==> src/rtl/jk_counter_ctrl_pkg.sv <==
// Shared types for the JK counter controller: command opcodes, FSM states, helpers.
package jk_ctrl_pkg;

    localparam int unsigned WIDTH_DEF = 4;
    localparam int unsigned LEN_W_DEF = 8;

    typedef enum logic [1:0] {
        OP_CLEAR = 2'b00,
        OP_LOAD  = 2'b01,
        OP_UP    = 2'b10,
        OP_DOWN  = 2'b11
    } op_t;

    typedef enum logic [1:0] {
        S_IDLE = 2'b00,
        S_EXEC = 2'b01,
        S_DONE = 2'b10
    } state_t;

    // True for the two multi-step counting commands.
    function automatic logic is_count(input op_t op);
        return (op == OP_UP) || (op == OP_DOWN);
    endfunction

endpackage

==> src/rtl/jk_counter_ctrl_if.sv <==
// Command handshake between the host sequencer (master) and the controller (slave).
interface jk_counter_ctrl_if #(
    parameter int unsigned WIDTH = 4,
    parameter int unsigned LEN_W = 8
);
    import jk_ctrl_pkg::*;

    logic             cmd_valid;
    logic             cmd_ready;
    op_t              cmd_op;
    logic [WIDTH-1:0] cmd_data;
    logic [LEN_W-1:0] cmd_len;

    modport master (
        output cmd_valid,
        output cmd_op,
        output cmd_data,
        output cmd_len,
        input  cmd_ready
    );

    modport slave (
        input  cmd_valid,
        input  cmd_op,
        input  cmd_data,
        input  cmd_len,
        output cmd_ready
    );

endinterface

==> src/rtl/jk_counter_ctrl_jkff.sv <==
// Single JK flip-flop cell of the register bank.
module jkff (
    input  logic CLK,
    input  logic RESET,
    input  logic j,
    input  logic k,
    output logic q
);

    // JK behaviour: hold, reset, set, toggle; async reset clears the cell.
    always_ff @(posedge CLK or posedge RESET) begin
        if (RESET) begin
            q <= 1'b0;
        end else begin
            case ({j, k})
                2'b00:   q <= q;
                2'b01:   q <= 1'b0;
                2'b10:   q <= 1'b1;
                default: q <= ~q;
            endcase
        end
    end

endmodule

==> src/rtl/jk_counter_ctrl.sv <==
// Command-driven controller sequencing J/K inputs of a WIDTH-bit jkff register bank.
module jk_counter_ctrl
    import jk_ctrl_pkg::*;
#(
    parameter int unsigned WIDTH = WIDTH_DEF,
    parameter int unsigned LEN_W = LEN_W_DEF
) (
    input  logic             CLK,
    input  logic             RESET,
    jk_counter_ctrl_if.slave cmd,
    output logic [WIDTH-1:0] q,
    output logic             busy,
    output logic             done,
    output logic             wrap
);

    state_t           state;
    state_t           state_nxt;
    op_t              op_r;
    logic [WIDTH-1:0] data_r;
    logic [LEN_W-1:0] rem;
    logic [WIDTH-1:0] j;
    logic [WIDTH-1:0] k;
    logic             accept_c;
    logic             step_c;
    logic             last_c;
    logic             wrap_step_c;
    logic             ready_d;
    logic             busy_d;
    logic             done_d;

    // Bit i toggles when every lower bit of v is set (bit 0 always toggles).
    function automatic logic [WIDTH-1:0] prefix_and(input logic [WIDTH-1:0] v);
        logic [WIDTH-1:0] r;
        logic             acc;
        acc = 1'b1;
        for (int i = 0; i < WIDTH; i++) begin
            r[i] = acc;
            acc  = acc & v[i];
        end
        return r;
    endfunction

    assign accept_c    = (state == S_IDLE) && cmd.cmd_valid;
    assign step_c      = (state == S_EXEC) && is_count(op_r) && (rem != '0);
    assign last_c      = (state == S_EXEC) && (!is_count(op_r) || (rem <= LEN_W'(1)));
    assign wrap_step_c = step_c && (((op_r == OP_UP) && (&q)) || ((op_r == OP_DOWN) && (~|q)));

    // State register and registered handshake/status outputs.
    always_ff @(posedge CLK or posedge RESET) begin
        if (RESET) begin
            state         <= S_IDLE;
            cmd.cmd_ready <= 1'b1;
            busy          <= 1'b0;
            done          <= 1'b0;
        end else begin
            state         <= state_nxt;
            cmd.cmd_ready <= ready_d;
            busy          <= busy_d;
            done          <= done_d;
        end
    end

    // Next-state logic: IDLE -> EXEC -> DONE -> IDLE.
    always_comb begin
        state_nxt = state;
        case (state)
            S_IDLE:  if (accept_c) state_nxt = S_EXEC;
            S_EXEC:  if (last_c)   state_nxt = S_DONE;
            S_DONE:  state_nxt = S_IDLE;
            default: state_nxt = S_IDLE;
        endcase
    end

    // Output decode from the upcoming state so the status flops line up with it.
    always_comb begin
        ready_d = 1'b0;
        busy_d  = 1'b0;
        done_d  = 1'b0;
        case (state_nxt)
            S_IDLE:  ready_d = 1'b1;
            S_EXEC:  busy_d  = 1'b1;
            S_DONE: begin
                busy_d = 1'b1;
                done_d = 1'b1;
            end
            default: ready_d = 1'b1;
        endcase
    end

    // Command capture, remaining-step counter and sticky wrap flag.
    always_ff @(posedge CLK or posedge RESET) begin
        if (RESET) begin
            op_r   <= OP_CLEAR;
            data_r <= '0;
            rem    <= '0;
            wrap   <= 1'b0;
        end else if (accept_c) begin
            op_r   <= cmd.cmd_op;
            data_r <= cmd.cmd_data;
            rem    <= cmd.cmd_len;
            wrap   <= 1'b0;
        end else if (step_c) begin
            rem <= rem - LEN_W'(1);
            if (wrap_step_c) begin
                wrap <= 1'b1;
            end
        end
    end

    // J/K drive: zero (hold) everywhere except the active EXEC cycle.
    always_comb begin
        j = '0;
        k = '0;
        if (state == S_EXEC) begin
            case (op_r)
                OP_CLEAR: k = '1;
                OP_LOAD: begin
                    j = data_r & ~q;
                    k = ~data_r & q;
                end
                OP_UP: begin
                    if (step_c) begin
                        j = prefix_and(q);
                        k = prefix_and(q);
                    end
                end
                OP_DOWN: begin
                    if (step_c) begin
                        j = prefix_and(~q);
                        k = prefix_and(~q);
                    end
                end
                default: begin
                    j = '0;
                    k = '0;
                end
            endcase
        end
    end

    // Register bank: q comes straight from the cells.
    for (genvar gi = 0; gi < WIDTH; gi++) begin : g_cell
        jkff u_cell (
            .CLK   (CLK),
            .RESET (RESET),
            .j     (j[gi]),
            .k     (k[gi]),
            .q     (q[gi])
        );
    end

endmodule
==> src/flat_wrapper.sv <==
// flat-port wrapper written by rule: the top's interface ports become plain ports
module jk_counter_ctrl_flat import jk_ctrl_pkg::*;
#(
    parameter int unsigned WIDTH = WIDTH_DEF,
    parameter int unsigned LEN_W = LEN_W_DEF
)
  (CLK, RESET, q, busy, done, wrap, cmd_cmd_valid, cmd_cmd_op, cmd_cmd_data, cmd_cmd_len, cmd_cmd_ready);
  jk_counter_ctrl_if #(.WIDTH(WIDTH), .LEN_W(LEN_W)) cmd_i ();
  input  logic CLK;
  input  logic RESET;
  output logic [WIDTH-1:0] q;
  output logic busy;
  output logic done;
  output logic wrap;
  input wire logic [$bits(cmd_i.cmd_valid)-1:0] cmd_cmd_valid;
  input wire logic [$bits(cmd_i.cmd_op)-1:0] cmd_cmd_op;
  input wire logic [$bits(cmd_i.cmd_data)-1:0] cmd_cmd_data;
  input wire logic [$bits(cmd_i.cmd_len)-1:0] cmd_cmd_len;
  output wire logic [$bits(cmd_i.cmd_ready)-1:0] cmd_cmd_ready;
  assign cmd_i.cmd_valid = cmd_cmd_valid;
  assign cmd_i.cmd_op = cmd_cmd_op;
  assign cmd_i.cmd_data = cmd_cmd_data;
  assign cmd_i.cmd_len = cmd_cmd_len;
  assign cmd_cmd_ready = cmd_i.cmd_ready;
  jk_counter_ctrl #(.WIDTH(WIDTH), .LEN_W(LEN_W)) u_core (.CLK(CLK), .RESET(RESET), .cmd(cmd_i), .q(q), .busy(busy), .done(done), .wrap(wrap));
endmodule
==> config.mk <==
export PLATFORM = sky130hd
export DESIGN_NAME = jk_counter_ctrl_flat
export DESIGN_NICKNAME = d
export VERILOG_FILES = /design/src/rtl/jk_counter_ctrl_pkg.sv /design/src/rtl/jk_counter_ctrl_if.sv /design/src/rtl/jk_counter_ctrl_jkff.sv /design/src/rtl/jk_counter_ctrl.sv /design/src/flat_wrapper.sv
export SDC_FILE = /design/constraint.sdc
export NUM_CORES = 1
export LEC_CHECK = 0
export CAP_MARGIN = 15
export CORE_ASPECT_RATIO = 1.1
export CORE_UTILIZATION = 40
export CTS_BUF_LIST = sky130_fd_sc_hd__clkbuf_4 sky130_fd_sc_hd__clkbuf_8 sky130_fd_sc_hd__clkbuf_16
export DETAILED_ROUTE_END_ITERATION = 16
export GPL_TIMING_DRIVEN = 0
export PLACE_DENSITY = 0.72
export SYNTH_ARGS = -nofsm -noshare
export SYNTH_HDL_FRONTEND = slang
export SYNTH_SLANG_ARGS = --single-unit
==> constraint.sdc <==
create_clock -name CLK -period 7.2 [get_ports CLK]
set_input_delay 0.72 -clock CLK [delete_from_list [all_inputs] [get_ports CLK]]
set_output_delay 0.72 -clock CLK [all_outputs]
set_load 0.01 [all_outputs]
==> impl_metrics.yaml <==
timing:
  finalCritPeriodShare: 0.381
  tightest_slew_ns: 0.929
  rsz0062_at_grt: "false"
  setup_viol_count_final: 0
  fin_skew_ns: 0.00208
  final.min_clock_period_ns: 2.75
  maxSlewHeadroom: 0.380
  max_freq_ghz: 0.364
  drv_slew: 0
  tns_ns: 0
  hold_viol: 0
yosys:
  synth_edf_count: 0
  synth_warnings: 0
  syn_area_per_cell_sq_um: 8.82
  ys.flop_type: "dfrtp_1"
  synth_area_sq_mm: 0.00155
  synthCells: 176
  synth-seq-area-share: 0.388
  synthArstFlopShare: 1.00
  synth-seq-cells: 24
  synth.distinct_cells: 40
  synth_fp_nets: 204
floorplanning:
  core_area_sq_mm: 0.00368
  die-area_sq_mm: 0.00413
  std_cell_rows: 23
  initial_core_util: 0.421
  die_h_microns: 67.3
  die_width_microns: 61.4
  io-pin-count: 25
layout:
  syn_to_final_growth_pct: 23.1
  final_layout_size_suffix_gt1_frac: 0.0686
  layout.cells.non_filler: 254
  fin_util: 0.518
  diodes: 0
  n_fill_cell: 377
  nets: 233
  final-seq-area_sq_um: 602
  multiInputGateArea_sq_um: 878
detailed_routing:
  first_pass_iters: 4
  wl_per_cell_microns: 12.5
  met2WireLength_microns: 1400
  drc_errors: 0
  top_layer: "met4"
  wl_microns: 3170
  vias_per_cell: 5.13
  wl_met1_microns: 1590
  ant_nets: 0
  vias: 1302
  drt-initial-drc-count: 33
  wl_met3_microns: 103
hold_path:
  hold_depth: 2
  hold_class: "reg2reg"
  min_to: "u_core.data_r[3]$_DFFE_PP0P_"
  min_from: "u_core.data_r[3]$_DFFE_PP0P_"
pwr:
  pwr_density_cell_mw_per_mm2: 405
  sequentialPowerShare: 0.357
  p_int_w: 0.000451
  p_sw_frac: 0.416
  clkPwrFrac: 0.123
  finalPower_w: 0.000774
  ir_worst_vdd_uv: 196
  p_switching_w: 0.000322
  power_frac_comb: 0.519
  p_leak_nw: 0.807
clock_tree:
  clock-root-buffer: "clkbuf_8"
  cts_buffers: 3
  tritoncts: "built"
  cts_hold_buf: 0
  post_cts_resized: 0
  clk_pin_slew_worst_paths_ns: 0.09
  htree_levels: 1
  clockBufferDepth: 2
  insertion_delay_ns: 0.28
  cts.sinks: 24
  postCtsSetupBuffers: 0
placed_design:
  io_buffers: 24
  placed_cells: 250
  globalplace.congestion: 0.836
  dp_hpwl_microns: 2280
setup_path:
  crit_chain: "inv_1 -> ha_1 -> nor3b_1 -> a21oi_2 -> and2_1 -> o21ai_0 -> ha_1 -> nor3b_1 -> a211oi_1"
  cp.required_ns: 7.39
  cp_top_family: "simple AND/OR/NAND/NOR gates"
  timing.rr.end: "u_core.g_cell[2].u_cell.q$_DFFE_PP0P_"
  end_kind: "flop"
  cpPeakStageDelay_ns: 0.56
  r2r_slack_ns: 4.45
  slowest_stage: "nor3b_1"
  worstSetupPathType: "reg2reg"
  cp.arrival_ns: 2.93
  cp_num_buf_inv: 1
  r2r-start: "u_core.rem[0]$_DFFE_PP0P_"
  cp-start-kind: "flop"
  cp_max_fo: 6
  worstRegToRegCells: 9
run:
  maxCapViolCount: 0
grt:
  globalRouteOverflowTotal: 0
  grt_pass1_wl_microns: 5530
  grt_pass1_vias: 1232
  grt_usage: 0.182
  grt_antenna_before_repair: 0
  grt_max_degree: 25
outcome:
  outcome: "completed"
layer usage:
layer,track usage,vias up
met4,0.0833,0
met3,0.0192,5
li1,-,668
met2,0.281,24
met1,0.253,605
met5,0,-
worst min-delay path, cell delays in order (launching register included):
cell	delay [ns]
dfrtp_1	0.37
nand2_1	0.06
nand2_1	0.05
area by class of cell:
cell class | instances | area share
Tap cell | 50 | 0.0328
Buffer | 10 | 0.0275
Sequential cell | 24 | 0.315
Inverter | 5 | 0.00983
Timing Repair Buffer | 24 | 0.126
Multi-Input combinational cell | 137 | 0.460
Clock buffer | 4 | 0.0288
per-stage QoR:
step / setup WS [ns] / instance area [sq um] / hold slack, ns
finish: 4.45 / 1910 / 0.510
global route: 4.10 / 1910 / 0.526
CTS: 4.44 / 1910 / 0.507
detailed placement: 4.48 / 1850 / 0.480
global placement: 4.53 / 1850 / 0.471
floorplan: 4.82 / 1550 / 0.451
sequential cells by signal (all words and copies together), names as in the netlist, 2 cells and up:
| signal | flops |
|---|---|
| u_core.data_r | 4 |
| u_core.g_cell.u_cell.q | 4 |
| u_core.op_r | 2 |
| u_core.rem | 8 |
| u_core.state | 2 |
power by group through the flow:
stage          logic [W]  clock network, W  registers [W]
2_1_floorplan   0.000292                 0       0.000264
3_3_place_gp    0.000393                 0       0.000277
3_5_place_dp    0.000401                 0       0.000277
4_1_cts         0.000403         0.0000985       0.000276
5_1_grt         0.000465          0.000102       0.000288
6_report        0.000402         0.0000955       0.000276
cell usage in the layout, fill, tap and decap left out, types with 5 or more instances in the layout:
cell type	netlist	final
a21oi_1	9	9
and2_1	5	5
clkbuf_1	5	5
clkdlybuf4s50_1	0	24
dfrtp_1	23	23
ha_1	11	11
inv_1	5	5
nand2_1	27	27
nand2b_1	5	5
nor2_1	14	14
nor2b_1	7	7
nor3b_1	8	8
o21a_1	6	6
o21ai_0	13	13
logic make-up (layout without fill, tap and decap cells):
group	after synthesis	after routing	share of synthesized area
muxes	1	1	0.00645
and+or+nand+nor	77	77	0.269
adders and majority gates	11	11	0.0887
buffers and inverters	15	43	0.0460
DFF	24	24	0.388
AOI/OAI and AO/OA	45	45	0.185
xor gates and xnor gates	3	3	0.0169
Yosys cell counts, drive strengths merged (6+ instances only):
cell type,instances,area (sq um)
nand2,27,101
dfrtp,23,576
nor2,14,52.6
o21ai,13,65.1
ha,11,138
a21oi,10,53.8
nor3b,8,60.1
nor2b,7,43.8
o21a,6,45.0
worst max-delay path by stage:
stage,startpoint,end,slack (ns),depth (start not counted)
2_1_floorplan,u_core.rem[0]$_DFFE_PP0P_,u_core.g_cell[3].u_cell.q$_DFFE_PP0P_,4.82,9
3_3_place_gp,u_core.rem[0]$_DFFE_PP0P_,u_core.g_cell[3].u_cell.q$_DFFE_PP0P_,4.53,9
3_5_place_dp,u_core.rem[0]$_DFFE_PP0P_,u_core.g_cell[2].u_cell.q$_DFFE_PP0P_,4.48,9
4_1_cts,u_core.rem[0]$_DFFE_PP0P_,u_core.g_cell[2].u_cell.q$_DFFE_PP0P_,4.44,9
5_1_grt,u_core.rem[0]$_DFFE_PP0P_,u_core.g_cell[3].u_cell.q$_DFFE_PP0P_,4.10,9
6_report,u_core.rem[0]$_DFFE_PP0P_,u_core.g_cell[2].u_cell.q$_DFFE_PP0P_,4.45,9
No activity file was read; power rests on OpenSTA's default activity.
